--- src/rtl/lvds_rx_align_ctrl.sv ---
// LVDS receiver word-alignment sequencer: walks each channel, issuing bitslip
// pulses until its word matches the training pattern, then reports status.
//
// state  | meaning
// IDLE   | waiting for start
// SELECT | pick channel ch_idx, confirm its DPA lock
// SETTLE | let deserialiser output settle after select/bitslip
// CHECK  | compare channel word with training pattern
// SLIP   | bitslip pulse on current channel
// NEXT   | mark channel aligned, advance or finish
// DONE   | all channels aligned, watching DPA locks
// FAIL   | alignment failed on fail_ch
module lvds_rx_align_ctrl #(
    parameter int                NUM_CH        = 4,
    parameter int                DATA_W        = 10,
    parameter logic [DATA_W-1:0] TRAIN_PATTERN = 10'h3E0,
    parameter int                SETTLE_CYC    = 8,
    parameter int                MATCH_CNT     = 4,
    parameter int                MAX_SLIP      = 10,
    localparam int               CH_W          = (NUM_CH > 1) ? $clog2(NUM_CH) : 1
) (
    input  logic                     clk,
    input  logic                     rst,
    input  logic                     start,
    input  logic [NUM_CH*DATA_W-1:0] rx_data,
    input  logic [NUM_CH-1:0]        rx_dpa_locked,
    output logic [NUM_CH-1:0]        rx_bitslip_ctrl,
    output logic [NUM_CH-1:0]        ch_aligned,
    output logic                     busy,
    output logic                     align_done,
    output logic                     align_fail,
    output logic [CH_W-1:0]          fail_ch,
    output logic                     lock_lost
);

    localparam int SET_W = $clog2(SETTLE_CYC + 1);
    localparam int MAT_W = $clog2(MATCH_CNT + 1);
    localparam int SLP_W = $clog2(MAX_SLIP + 1);

    typedef enum logic [2:0] {
        IDLE   = 3'd0,
        SELECT = 3'd1,
        SETTLE = 3'd2,
        CHECK  = 3'd3,
        SLIP   = 3'd4,
        NEXT   = 3'd5,
        DONE   = 3'd6,
        FAIL   = 3'd7
    } state_t;

    state_t             state, state_n;
    logic [CH_W-1:0]    ch_idx, ch_idx_n;
    logic [SLP_W-1:0]   slip_cnt, slip_cnt_n;
    logic [SET_W-1:0]   settle_cnt, settle_cnt_n;
    logic [MAT_W-1:0]   match_cnt, match_cnt_n;
    logic [NUM_CH-1:0]  bitslip_n, ch_aligned_n;
    logic               busy_n, align_done_n, align_fail_n, lock_lost_n;
    logic [CH_W-1:0]    fail_ch_n;
    logic               restart, cur_locked, cur_match;
    logic [DATA_W-1:0]  word [NUM_CH];

    always_comb begin
        for (int c = 0; c < NUM_CH; c++) begin
            word[c] = rx_data[c*DATA_W +: DATA_W];
        end
    end

    assign cur_locked = rx_dpa_locked[ch_idx];
    assign cur_match  = (word[ch_idx] == TRAIN_PATTERN);

    always_comb begin
        state_n      = state;
        ch_idx_n     = ch_idx;
        slip_cnt_n   = slip_cnt;
        settle_cnt_n = settle_cnt;
        match_cnt_n  = match_cnt;
        bitslip_n    = '0;
        ch_aligned_n = ch_aligned;
        busy_n       = 1'b1;
        align_done_n = align_done;
        align_fail_n = align_fail;
        fail_ch_n    = fail_ch;
        lock_lost_n  = 1'b0;
        restart      = 1'b0;

        case (state)
            IDLE: begin
                busy_n  = 1'b0;
                restart = start;
            end
            SELECT: begin
                if (!cur_locked) begin
                    state_n = FAIL;
                end else begin
                    slip_cnt_n   = '0;
                    settle_cnt_n = '0;
                    state_n      = SETTLE;
                end
            end
            SETTLE: begin
                if (!cur_locked) begin
                    state_n = FAIL;
                end else if (settle_cnt == SET_W'(SETTLE_CYC - 1)) begin
                    match_cnt_n = '0;
                    state_n     = CHECK;
                end else begin
                    settle_cnt_n = settle_cnt + 1'b1;
                end
            end
            CHECK: begin
                // lock loss outranks both the match and the slip decision
                if (!cur_locked) begin
                    state_n = FAIL;
                end else if (cur_match) begin
                    match_cnt_n = match_cnt + 1'b1;
                    if (match_cnt == MAT_W'(MATCH_CNT - 1)) begin
                        state_n = NEXT;
                    end
                end else if (slip_cnt == SLP_W'(MAX_SLIP)) begin
                    state_n = FAIL;
                end else begin
                    // registered so the pulse coincides with the SLIP state
                    bitslip_n = NUM_CH'(1) << ch_idx;
                    state_n   = SLIP;
                end
            end
            SLIP: begin
                if (!cur_locked) begin
                    state_n = FAIL;
                end else begin
                    slip_cnt_n   = slip_cnt + 1'b1;
                    settle_cnt_n = '0;
                    state_n      = SETTLE;
                end
            end
            NEXT: begin
                ch_aligned_n[ch_idx] = 1'b1;
                if (ch_idx == CH_W'(NUM_CH - 1)) begin
                    state_n = DONE;
                end else begin
                    ch_idx_n = ch_idx + 1'b1;
                    state_n  = SELECT;
                end
            end
            DONE: begin
                busy_n       = 1'b0;
                align_done_n = 1'b1;
                if (!(&rx_dpa_locked)) begin
                    lock_lost_n  = 1'b1;
                    align_done_n = 1'b0;
                    ch_aligned_n = '0;
                    state_n      = IDLE;
                end else begin
                    restart = start;
                end
            end
            FAIL: begin
                busy_n       = 1'b0;
                align_fail_n = 1'b1;
                fail_ch_n    = ch_idx;
                restart      = start;
            end
            default: begin
                state_n      = IDLE;
                busy_n       = 1'b0;
                ch_aligned_n = '0;
                align_done_n = 1'b0;
                align_fail_n = 1'b0;
                fail_ch_n    = '0;
            end
        endcase

        if (restart) begin
            ch_idx_n     = '0;
            ch_aligned_n = '0;
            align_done_n = 1'b0;
            align_fail_n = 1'b0;
            fail_ch_n    = '0;
            state_n      = SELECT;
        end
    end

    always_ff @(posedge clk or posedge rst) begin
        if (rst) begin
            state           <= IDLE;
            ch_idx          <= '0;
            slip_cnt        <= '0;
            settle_cnt      <= '0;
            match_cnt       <= '0;
            rx_bitslip_ctrl <= '0;
            ch_aligned      <= '0;
            busy            <= 1'b0;
            align_done      <= 1'b0;
            align_fail      <= 1'b0;
            fail_ch         <= '0;
            lock_lost       <= 1'b0;
        end else begin
            state           <= state_n;
            ch_idx          <= ch_idx_n;
            slip_cnt        <= slip_cnt_n;
            settle_cnt      <= settle_cnt_n;
            match_cnt       <= match_cnt_n;
            rx_bitslip_ctrl <= bitslip_n;
            ch_aligned      <= ch_aligned_n;
            busy            <= busy_n;
            align_done      <= align_done_n;
            align_fail      <= align_fail_n;
            fail_ch         <= fail_ch_n;
            lock_lost       <= lock_lost_n;
        end
    end

endmodule

--- config.mk ---
export PLATFORM = sky130hd
export DESIGN_NAME = lvds_rx_align_ctrl
export DESIGN_NICKNAME = d
export VERILOG_FILES = /design/src/rtl/lvds_rx_align_ctrl.sv
export SDC_FILE = /design/constraint.sdc
export NUM_CORES = 1
export LEC_CHECK = 0
export CAP_MARGIN = 5
export CORE_ASPECT_RATIO = 0.6
export CORE_MARGIN = 5
export CORE_UTILIZATION = 40
export DETAILED_ROUTE_END_ITERATION = 8
export GPL_TIMING_DRIVEN = 0
export PLACE_DENSITY_LB_ADDON = 0.05
export SYNTH_ARGS = -nofsm -noshare
export SYNTH_HDL_FRONTEND = slang
export SYNTH_SLANG_ARGS = --single-unit
--- constraint.sdc ---
create_clock -name clk -period 1.9 [get_ports clk]
set_input_delay 0.38 -clock clk [delete_from_list [all_inputs] [get_ports clk]]
set_output_delay 0.38 -clock clk [all_outputs]
set_load 0.1 [all_outputs]
# Word level (Yosys, flattened, before mapping)

Cells that the tools add are included.

Flip-flop bits (word level): 30
Input port bits: 47

Bitwise gates (word level): 2
Reductions and logical operators: 20
Magnitude comparators: 3
Multiplexer cells: 51
Add/subtract/negate cells: 4
Equality and inequality tests: 24
Shift-type cells: 1

Operators with widths:

| cell                   | number |
|---|---|
| $mux W4                | 10 |
| $mux W3                | 13 |
| $pmux W4 S2            | 3 |
| $bmux W10 S2           | 1 |
| $mux W10               | 2 |
| $ne A2 B2 Y1 const B   | 8 |
| $pmux W3 S5            | 1 |
| $eq A3 B3 Y1 const B   | 4 |
| $mux W2                | 6 |
| $reduce_and A4 Y1      | 3 |
| $reduce_bool A2 Y1     | 6 |
| $mux W1                | 11 |
| $eq A10 B10 Y1 const B | 1 |
| $eq A3 B2 Y1 const B   | 3 |
| $add A4 B1 Y4 const B  | 2 |
| $pmux W3 S2            | 1 |
| $reduce_bool A6 Y1     | 1 |
| $ne A5 B5 Y1 const B   | 1 |
| $reduce_and A5 Y1      | 1 |
| $eq A4 B3 Y1 const B   | 1 |
| $eq A4 B4 Y1 const B   | 1 |
| $ne A4 B4 Y1 const B   | 1 |
| $or A4 B4 Y4           | 1 |
| $reduce_and A2 Y1      | 2 |
| 20 further kinds       | 21 |

# Depth between registers and ports, before layout

Gate-level depths: netlist of run 1.

Word-level depth: 9
Depth in mapped cells: 7

# Least setup slack after synthesis of run 1

OpenSTA, ideal clock, no wires.

Path type: flip-flop to flip-flop
Start: register ch_idx[0]
End: register state[2]
Path buffers: 1
Arrival: 1.904 ns
Data required time: 1.775 ns
Library setup time: 0.125 ns
Cell stages (with the launch flop): 8
Setup slack: -0.129 ns
Cells stage by stage: dfrtp_1 > buf_6 > nor4_4 > nand4_1 > o221ai_2 > o21ai_2 > o41ai_4 > mux2_4

Cells in the longest elaborated chain, start to end: 9
Elaborated cells on any way between the ends: 18
Those cells by class: eq/ne: 4; mux: 12; bitwise: 1; reduce/logical: 1

Ends and longest elaborated chain:

| what                                        | line | source |
|---|---|---|
| from (decl)                                 | 52   | `logic [CH_W-1:0] ch_idx, ch_idx_n;` |
| from (signal assigned)                      | 199  | `ch_idx <= ch_idx_n;` |
| $not A2 Y3 (implied by the code)            | 69   | `assign cur_match = (word[ch_idx] == TRAIN_PATTERN);` |
| $bmux W10 S2                                | 69   |  |
| $mux W10 (implied by the code) (2 in a row) | 69   |  |
| $eq A10 B10 Y1                              | 69   |  |
| $mux W3                                     | 114  | `end else if (cur_match) begin` |
| $mux W3                                     | 112  | `if (!cur_locked) begin` |
| $pmux W3 S5                                 | 86   | `case (state)` |
| $mux W3                                     | 173  | `if (restart) begin` |
| to (signal assigned)                        | 198  | `state <= state_n;` |
| to (decl)                                   | 51   | `state_t state, state_n;` |

Parallel ways exist; a longest one is shown, timed or not. The select of a mux whose other input is x is not followed.
A chain may end at the register's enable or synchronous reset.

# Worst setup path in the final report of run 1

Start: register ch_idx[0]
End: register state[1]

The elaborated chain is that of the path after synthesis.

==> metrics.md, run 1 <==
| Metric | Value |
|---|---|
| Synth Flop Type | dfrtp_1 |
| R2R cell count | 8 |
| Number of global-route vias before repair | 1553 |
| Drt drc | 0 |
| IO Count | 61 |
| Yosys cell types | 42 |
| Pre-antenna DRT Iters | 4 |
| FFs w/ async S/R, synth | 100% |
| Area leader, netlist | dfrtp_1 |
| Clk_skew | 0.00676 ns |
| Max Slew Vio Count | 0 |
| Worst-path clk slew | 0.07 ns |
| CP endpoint kind | flop |
| Most frequent cells in the layout | 30 x clkdlybuf4s50_1, 29 x dfrtp_1, 27 x nor2_1, 22 x dlygate4sd2_1 |
| Nature of the critical path startpoint | flop |
| H-tree Lvls | 2 |
| Tcrit/Tclk final | 108% |
| Root Buffer | clkbuf_8 |
| Area grow syn2layout | 57.3% |
| Hold WC Path Type | input pin to asynchronous set/reset pin |
| Ratio of cells with drive above 1 in the final layout | 17.2% |
| Worst slew pin tran | 0.969 ns |
| DR WL/cell | 15.6 µm |
| Fin Setup TNS | -0.310 ns |
| Leakage power | 1.21 nW |
| Most common cell after layout, fill and taps aside | clkdlybuf4s50_1 |
| Finished Cell Area | 2720 µm² |
| Largest cells by area after synthesis | dfrtp_1 43%, ha_1 6.5%, nor2_1 5.9% |
| CTS Sinks | 30 |
| CP Class | flop to flop |
| Gr ovfl total | 0 |
| Slowest CP cell | o41ai_4 |
| Number of diodes | 0 |
| Avg Cell Area, Syn | 9.25 µm² |
| Seq cells post-synth | 30 |
| Final setup viols | 3 |
| RSZ-0062 raised after global routing | true |
| CP startpoint | ch_idx[0] |
| Power Density | 1610 nW/µm² |
| Wirelength, routed | 5110 µm |
| DR vias | 1623 |
| Failing checks | setup timing |
| Initial antenna violation count | 0 |
| 1st-iter DRT viols | 105 |
| Setup WS post-layout | -0.148 ns |
| Status | complete, but fails checks |
| Worst path required time | 2.10 ns |
| Critical Path Max Stage Delay | 0.43 ns |
| Worst IR Drop VDD | 1.08 mV |
| Worst R2R Start | ch_idx[0] |
| YS warnings | 0 |
| Initial core utilization | 41.8% |
| Total GRT Usage | 18.2% |
| Via density per instance | 4.96 |
| Deepest clock path buffer count | 2 |
| WP data arrival | 2.25 ns |
| Final ANT Viol Nets | 0 |
| Sequential area share after synthesis | 43.4% |
| F_max | 488 MHz |
| IO Port Bufs | 60 |
| Fillers | 353 |
| CP Buf/Inv Count | 5 |
| Slew margin rel. | 35.7% |
| Final Hold Vio Count | 0 |
| Die Width | 94.9 µm |
| First-pass GRT wire length | 7880 µm |
| Max FO, Critical Path | 6 |
| Fin nets | 322 |
| CTS buffer count | 5 |
| Most Frequent Cell on Critical Path | buf_6 |
| CP Depth | 8 |
| Number of synthesized flops with an enable pin | 0 |
| Hpwl dp | 3660 µm |
| Delay-heaviest family, CP | buffers and inverters |
| Cell Area, Placed | 2410 µm² |
| Die height | 60.9 µm |
| Core ar. | 4140 µm² |
| Largest net degree at the start of global routing | 31 |
| Die footprint | 5780 µm² |
| CTS tree | done |
| GP Congestion | 0.795 |
| Cell row count | 18 |
| Crit path cell chain | buf_6 -> buf_6 -> mux4_2 -> inv_4 -> buf_12 -> o41ai_4 -> buf_4 -> mux2i_2 |
| Max-cap violations | 0 |
| Mapped Area | 1730 µm² |
| Synth top area share | 43.4% |
| Synth Instances | 187 |
| Worst-Skew Late Latency | 0.29 ns |
| Net Count, Synth | 243 |
| Clock period minus worst slack | 2.05 ns |
[metrics by stage]
step           cells  power (W)  util (%)  setup WS, ns  hold WS, ns
6_report         327    0.00439      65.7        -0.148        0.425
3_5_place_dp     307    0.00339      58.1        -0.528        0.474
2_1_floorplan    187    0.00280         -       0.00194        0.457
4_1_cts          322    0.00420      63.2        -0.153        0.484
5_1_grt          327    0.00465      65.7        -0.173        0.465
3_3_place_gp     307    0.00339      58.1        -0.555        0.477
[cell type report]
cell class | count | area [µm²] | share of cell area [%]
clock buffers | 5 | 68.8 | 2.53
inverters | 15 | 58.8 | 2.16
multi-input cells | 135 | 991 | 36.4
clock inverters | 3 | 40.0 | 1.47
plain buffers | 5 | 27.5 | 1.01
well taps | 60 | 75.1 | 2.76
flip-flops and latches | 30 | 752 | 27.6
repair buffers | 74 | 708 | 26.0
[state kept, by name, indices dropped and copies added, names as in the netlist, 2 cells and up]
register	count
ch_aligned	4
rx_bitslip_ctrl	4
settle_cnt	4
slip_cnt	4
match_cnt	3
state	3
ch_idx	2
fail_ch	2
[synth_stat cells (2+ instances only)]
master    number
dfrtp_1       30
inv_1         13
o22ai_1        4
a21oi_1       13
a31oi_1        4
o21ai_0        8
nor4b_1        3
xnor2_1        2
nor2_2         2
ha_1           9
nor3_1         6
and2_1         2
mux2i_1        6
or3_1          2
nand4_1        5
nand2_1        9
xor2_1         2
nand3_1        8
clkbuf_1       6
nand2b_1       4
nor2_1        27
nor4_1         2
[worst reg2reg max path, delay by kind of cell, from the launching register on]
kind | cells | cell delay, ns
buffers and inverters | 5 | 0.65
flip-flops | 1 | 0.39
multiplexers | 2 | 0.50
AO/OA/AOI/OAI | 1 | 0.43
[power breakdown]
group / switching (W) / internal, W
clock network: 0.000263 / 0.000386
logic: 0.00171 / 0.000979
registers: 0.000182 / 0.000874
[kinds of logic after synthesis]
kind of cell               synth area share [%]
xor gates and xnor gates                   2.02
and+or+nand+nor                            22.3
adders and majority gates                  6.51
DFF                                        43.4
AOI/OAI and AO/OA                          15.0
buffers and inverters                      5.21
muxes                                      5.64
[per-layer routing]
metal / vias to the layer above / track usage (%) / share of wire, %
met1: 763 / 28.4 / 53
met2: 39 / 24.7 / 42
li1: 816 / - / -
met5: - / 0 / 0
met4: 0 / 5.54 / 0.71
met3: 5 / 4.09 / 4.0
[repair_timing]
action / in CTS / in global routing
hold buffers: 0 / 0
setup buffers: 9 / 4
resized for setup: 44 / 18
pin swaps: 14 / 4
endpoints found under the setup margin: 29 / 20
[path summary, 6_finish.rpt]
path	end	slack (ns)
setup / recovery	state[1]	-0.15
hold / removal	match_cnt[1]	0.42
setup reg to reg	state[1]	-0.15
hold reg to reg	match_cnt[0]	0.48
max in group asynchronous	ch_idx[1]	0.99
min in group clk	match_cnt[0]	0.48
Note: power is estimated with default switching activity, not from simulation.
==> inputs of run 2 (changes only) <==
Settings changed: CAP_MARGIN 5 to 20, RECOVER_POWER set to 100.
==> metrics.md, run 2 (synthesis results as in run 1) <==
| Metric | Value |
|---|---|
| Status | complete, but fails checks (unchanged) |
| Failing checks | setup timing (unchanged) |
| Final ANT Viol Nets | 0 (unchanged) |
| CTS tree | done (unchanged) |
| Final setup viols | 3 (unchanged) |
| Most common cell after layout, fill and taps aside | clkdlybuf4s50_1 (unchanged) |
| GRT met1 Usage | 28.3% (was 28.4%) |
| Leakage power | 1.23 nW (was 1.21 nW) |
| Worst-path clk slew | 0.07 ns (about the same) |
| DR vias | 1681 (was 1623) |
| Hold WC Path Type | flop to flop (was input pin to asynchronous set/reset pin) |
| WHS Path Cells | 1 |
| Worst-Skew Late Latency | 0.29 ns (about the same) |
| RSZ-0062 raised after global routing | true (unchanged) |
| Max Slew Vio Count | 0 (unchanged) |
| 1st-iter DRT viols | 90 (was 105) |
| Worst slew pin tran | 0.963 ns (was 0.969 ns) |
| Fin nets | 323 (was 322) |
| Number of global-route vias before repair | 1659 (was 1553) |
| Fillers | 355 (was 353) |
| CP endpoint kind | flop (unchanged) |
| Area grow syn2layout | 57.4% (was 57.3%) |
| H-tree Lvls | 2 (unchanged) |
| Gr ovfl total | 0 (unchanged) |
| First-pass GRT wire length | 8210 µm (was 7880 µm) |
| M3 GR Usage | 5.08% (was 4.09%) |
| DR WL/cell | 16.1 µm (was 15.6 µm) |
| Wirelength, routed | 5270 µm (was 5110 µm) |
| Drt drc | 0 (unchanged) |
| Hpwl dp | 3870 µm (was 3660 µm) |
| Worst path required time | 2.10 ns (about the same) |
| F_max | 487 MHz (was 488 MHz) |
| R2R cell count | 8 (unchanged) |
| Max-cap violations | 0 (unchanged) |
| Final Hold Vio Count | 0 (unchanged) |
| Largest net degree at the start of global routing | 17 (was 31) |
| CP Class | flop to flop (unchanged) |
| Tcrit/Tclk final | 108% (about the same) |
| PnR Total Power | 0.00443 W (was 0.00439 W) |
| WP data arrival | 2.26 ns (was 2.25 ns) |
| Total GRT Usage | 19.0% (was 18.2%) |
| Power Density | 1630 nW/µm² (was 1610 nW/µm²) |
| Initial antenna violation count | 0 (unchanged) |
| Die height | 60.9 µm (unchanged) |
| Fin Setup TNS | -0.269 ns (was -0.310 ns) |
| Worst hold slack | 0.497 ns (was 0.425 ns) |
| Die Width | 94.9 µm (unchanged) |
| Worst slack at placement | -0.548 ns (was -0.528 ns) |
| Core ar. | 4140 µm² (unchanged) |
| GP Congestion | 0.795 (unchanged) |
| Cell row count | 18 (unchanged) |
| CTS Sinks | 30 (unchanged) |
| Nature of the critical path startpoint | flop (unchanged) |
| Slew margin rel. | 36.0% (was 35.7%) |
| Worst IR Drop VDD | 0.878 mV (was 1.08 mV) |
| Number of diodes | 0 (unchanged) |
| Deepest clock path buffer count | 2 (unchanged) |
| CTS buffer count | 5 (unchanged) |
| IO Count | 61 (unchanged) |
| IO Port Bufs | 60 (unchanged) |
| Die footprint | 5780 µm² (unchanged) |
| Clock period minus worst slack | 2.06 ns (was 2.05 ns) |
| Initial core utilization | 41.8% (unchanged) |
| Max FO, Critical Path | 6 (unchanged) |
| Clk_skew | 0.00394 ns (was 0.00676 ns) |
| Most frequent cells in the layout | 30 x clkdlybuf4s50_1, 29 x dfrtp_1, 27 x nor2_1, 20 x dlygate4sd2_1 (was 30 x clkdlybuf4s50_1, 29 x dfrtp_1, 27 x nor2_1, 22 x dlygate4sd2_1) |
| Ratio of cells with drive above 1 in the final layout | 19.4% (was 17.2%) |
| Via density per instance | 5.13 (was 4.96) |
| GRT busiest layer | met1 (unchanged) |
| Root Buffer | clkbuf_8 (unchanged) |
| Grt met2 use | 27.0% (was 24.7%) |
| Pre-antenna DRT Iters | 4 (unchanged) |
| Setup WS post-layout | -0.155 ns (was -0.148 ns) |
run 2: cell types whose count changed in the layout (fill, tap and decap cells not counted), sizes merged:
cell           delta
clkdlybuf4s15     -2
dlymetal6s2s      +1
dlygate4sd3       +1
clkbuf            +2
dlygate4sd2       -2
buf               +1
run 2: timing repair:
action                     4_1_cts  5_1_grt
hold buffers                     0        0
buffers inserted                11        3
resized for setup               45       25
pin swaps                       14        8
setup endpoints to repair       29       27
run 2: where the power goes:
group          switching [W]  leakage, nW  internal [W]
combinational        0.00172        0.792      0.000994
clock               0.000260       0.0579      0.000386
sequential          0.000196        0.381      0.000874
total                0.00218         1.23       0.00225
run 2: final cells by class:
type / instances / area [µm²] / area share [%]
multi-input combinational: 135 / 1010 / 37.2
sequential: 30 / 752 / 27.6
timing repair buffer: 75 / 688 / 25.3
tap: 60 / 75.1 / 2.76
clock buffer: 5 / 68.8 / 2.53
inverter: 15 / 58.8 / 2.16
clock inverter: 3 / 40.0 / 1.47
buffer: 5 / 28.8 / 1.06
run 2: path summary, 6_finish.rpt:
path	startpoint	end	slack [ns]
min reg2reg	match_cnt[0]	match_cnt[0]	0.50
max reg2reg	ch_idx[0]	state[1]	-0.16
max in group asynchronous	rst	ch_idx[1]	0.49
max	ch_idx[0]	state[1]	-0.16
min in group asynchronous	rst	match_cnt[1]	0.59
min	match_cnt[0]	match_cnt[0]	0.50
run 2: per-layer routing:
metal	part of all wire (%)	vias to the layer above
li1	-	823
met1	50	792
met2	43	60
met3	5.7	6
met4	0.85	0
met5	0	-
run 2: critical path, stage by stage (launching register included):
cell     delay (ns)
dfrtp_1        0.39
buf_6          0.15
buf_4          0.13
mux4_2         0.29
inv_4          0.07
buf_12         0.12
o41ai_4        0.41
buf_4          0.19
mux2i_2        0.22
run 2: stage by stage:
stage          utilization (%)  cell area (µm²)  cells
2_1_floorplan                -             1730    187
6_report                  65.7             2720    328
3_3_place_gp              58.1             2410    307
3_5_place_dp              58.7             2430    308
5_1_grt                   65.7             2720    328
4_1_cts                   64.6             2680    325
==> inputs of run 3 (changes only) <==
Settings changed: CORE_UTILIZATION 40 to 42, CTS_BUF_LIST set to sky130_fd_sc_hd__clkbuf_2, GPL_ROUTABILITY_DRIVEN set to 0.
==> metrics.md, run 3 (synthesis results as in run 1) <==
| Metric | Value |
|---|---|
| Deepest clock path buffer count | 2 (unchanged) |
| IO Count | 61 (unchanged) |
| Via density per instance | 5.21 (was 5.13) |
| Leakage power | 1.11 nW (was 1.23 nW) |
| Total GRT Usage | 17.2% (was 19.0%) |
| Die footprint | 5550 µm² (was 5780 µm²) |
| Largest net degree at the start of global routing | 18 (was 17) |
| Critical Path Max Stage Delay | 0.39 ns (was 0.41 ns) |
| CP endpoint kind | flop (unchanged) |
| Tcrit/Tclk final | 103% (was 108%) |
| Worst path required time | 2.17 ns (was 2.10 ns) |
| R2R cell count | 7 (was 8) |
| Worst R2R Start | ch_idx[0] (unchanged) |
| CTS Sinks | 30 (unchanged) |
| CTS tree | done (unchanged) |
| Final ANT Viol Nets | 0 (unchanged) |
| Flop2flop setup slack | -0.06 ns (was -0.16 ns) |
| Delay-heaviest family, CP | compound AO/OA/AOI/OAI gates (was buffers and inverters) |
| WP data arrival | 2.24 ns (was 2.26 ns) |
| Initial core utilization | 42.7% (was 41.8%) |
| CP Buf/Inv Count | 1 (was 5) |
| Max Slew Vio Count | 0 (unchanged) |
| Initial antenna violation count | 0 (unchanged) |
| Slew margin rel. | 47.3% (was 36.0%) |
| Ratio of cells with drive above 1 in the final layout | 18.7% (was 19.4%) |
| Worst slew pin tran | 0.789 ns (was 0.963 ns) |
| Core ar. | 4050 µm² (was 4140 µm²) |
| Post-route insts no fill | 312 (was 328) |
| Max-cap violations | 0 (unchanged) |
| Max FO, Critical Path | 7 (was 6) |
| 1st-iter DRT viols | 116 (was 90) |
| Clk_skew | 0.0153 ns (was 0.00394 ns) |
| Final setup viols | 2 (was 3) |
| Hold WC Path Type | input pin to asynchronous set/reset pin (was flop to flop) |
| Crit path cell chain | buf_6 -> nor4b_4 -> nand4_1 -> o22ai_2 -> o21ai_4 -> o41ai_4 -> mux2_4 (was buf_6 -> buf_4 -> mux4_2 -> inv_4 -> buf_12 -> o41ai_4 -> buf_4 -> mux2i_2) |
| Fin nets | 317 (was 323) |
| CTS buffer count | 5 (unchanged) |
| DR vias | 1625 (was 1681) |
| IO Port Bufs | 60 (unchanged) |
| Pre-antenna DRT Iters | 4 (unchanged) |
| Fillers | 350 (was 355) |
| Most frequent cells in the layout | 44 x clkdlybuf4s50_1, 29 x dfrtp_1, 27 x nor2_1, 14 x clkdlybuf4s15_2 (was 30 x clkdlybuf4s50_1, 29 x dfrtp_1, 27 x nor2_1, 20 x dlygate4sd2_1) |
| H-tree Lvls | 2 (unchanged) |
| Die height | 59.7 µm (was 60.9 µm) |
| Wirelength, routed | 4500 µm (was 5270 µm) |
| Power Density | 1530 nW/µm² (was 1630 nW/µm²) |
| CP Class | flop to flop (unchanged) |
| Finished Cell Area | 2610 µm² (was 2720 µm²) |
| Worst r2r dst | state[2] (was state[1]) |
| Worst IR Drop VDD | 0.889 mV (was 0.878 mV) |
| RSZ-0062 raised after global routing | true (unchanged) |
| F_max | 509 MHz (was 487 MHz) |
| Setup WS post-layout | -0.0631 ns (was -0.155 ns) |
| Drt drc | 0 (unchanged) |
| Nature of the critical path startpoint | flop (unchanged) |
| Gr ovfl total | 0 (unchanged) |
| Final Hold Vio Count | 0 (unchanged) |
| Cell row count | 18 (unchanged) |
| Worst-Skew Late Latency | 0.36 ns (was 0.29 ns) |
| Number of diodes | 0 (unchanged) |
| Cell count after placement | 298 (was 308) |
| Most common cell after layout, fill and taps aside | clkdlybuf4s50_1 (unchanged) |
| Hpwl dp | 3600 µm (was 3870 µm) |
| Failing checks | setup timing (unchanged) |
| Root Buffer | clkbuf_2 (was clkbuf_8) |
| Die Width | 92.9 µm (was 94.9 µm) |
| PnR Total Power | 0.00400 W (was 0.00443 W) |
| Clock period minus worst slack | 1.96 ns (was 2.06 ns) |
| Number of global-route vias before repair | 1514 (was 1659) |
| Cell Area, Placed | 2420 µm² (was 2430 µm²) |
| DR WL/cell | 14.4 µm (was 16.1 µm) |
| First-pass GRT wire length | 7380 µm (was 8210 µm) |
| Slowest CP cell | dfrtp_1 (was o41ai_4) |
| Worst-path clk slew | 0.17 ns (was 0.07 ns) |
| Cts hold-fix bufs | 0 (unchanged) |
| Status | complete, but fails checks (unchanged) |
| Area grow syn2layout | 50.8% (was 57.4%) |
run 3: how the worst max path moves through the flow:
stage	from	endpoint	depth (start not counted)
2_1_floorplan	ch_idx[0]	state[2]	7
3_3_place_gp	rx_data[30]	state[2]	7
3_5_place_dp	rx_data[30]	state[2]	7
4_1_cts	ch_idx[0]	state[2]	7
5_1_grt	ch_idx[0]	state[1]	8
6_report	ch_idx[0]	state[2]	7
run 3: cell type report:
class | count | area [µm²] | area share, %
Tap cell | 50 | 62.6 | 2.40
Multi-Input combinational cell | 135 | 961 | 36.8
Timing Repair Buffer | 69 | 686 | 26.3
Clock inverter | 3 | 40.0 | 1.53
Inverter | 15 | 56.3 | 2.16
Clock buffer | 5 | 25.0 | 0.959
Sequential cell | 30 | 752 | 28.8
Buffer | 5 | 27.5 | 1.05
run 3: timing repair:
| action | CTS | global route |
|---|---|---|
| hold endpoints to repair | 0 | 0 |
| gates resized for setup | 53 | 4 |
| pin swaps | 7 | 5 |
| endpoints found under the setup margin | 30 | 12 |
| buffers inserted | 7 | 1 |
| cloned | 0 | 0 |
run 3: metal layers:
layer	global-route usage [%]	routed length (µm)	vias to the layer above
li1	-	-	810
met1	26.9	2300	750
met2	22.8	1820	62
met3	5.91	358	3
met4	2.51	17	0
met5	0	0	-
run 3: power breakdown:
| group | internal [W] | leakage (nW) | switching [W] |
|---|---|---|---|
| sequential | 0.000871 | 0.381 | 0.000180 |
| combinational | 0.000888 | 0.689 | 0.00161 |
| clock | 0.000219 | 0.0427 | 0.000230 |
run 3: worst register-to-register path: stages, from the launching register on:
cell and delay, ns:
dfrtp_1 0.39, buf_6 0.15, nor4b_4 0.20, nand4_1 0.14, o22ai_2 0.22, o21ai_4 0.10
o41ai_4 0.34, mux2_4 0.34
run 3: metrics by stage:
step / hold slack (ns) / util (%) / setup WS, ns / TNS [ns]
6_report: 0.441 / 64.4 / -0.0631 / -0.119
3_5_place_dp: 0.480 / 59.7 / -0.572 / -6.76
4_1_cts: 0.359 / 64.4 / -0.192 / -0.381
5_1_grt: 0.448 / 64.4 / -0.187 / -0.469
2_1_floorplan: 0.457 / - / 0.00194 / 0
3_3_place_gp: 0.473 / 59.0 / -0.589 / -6.69
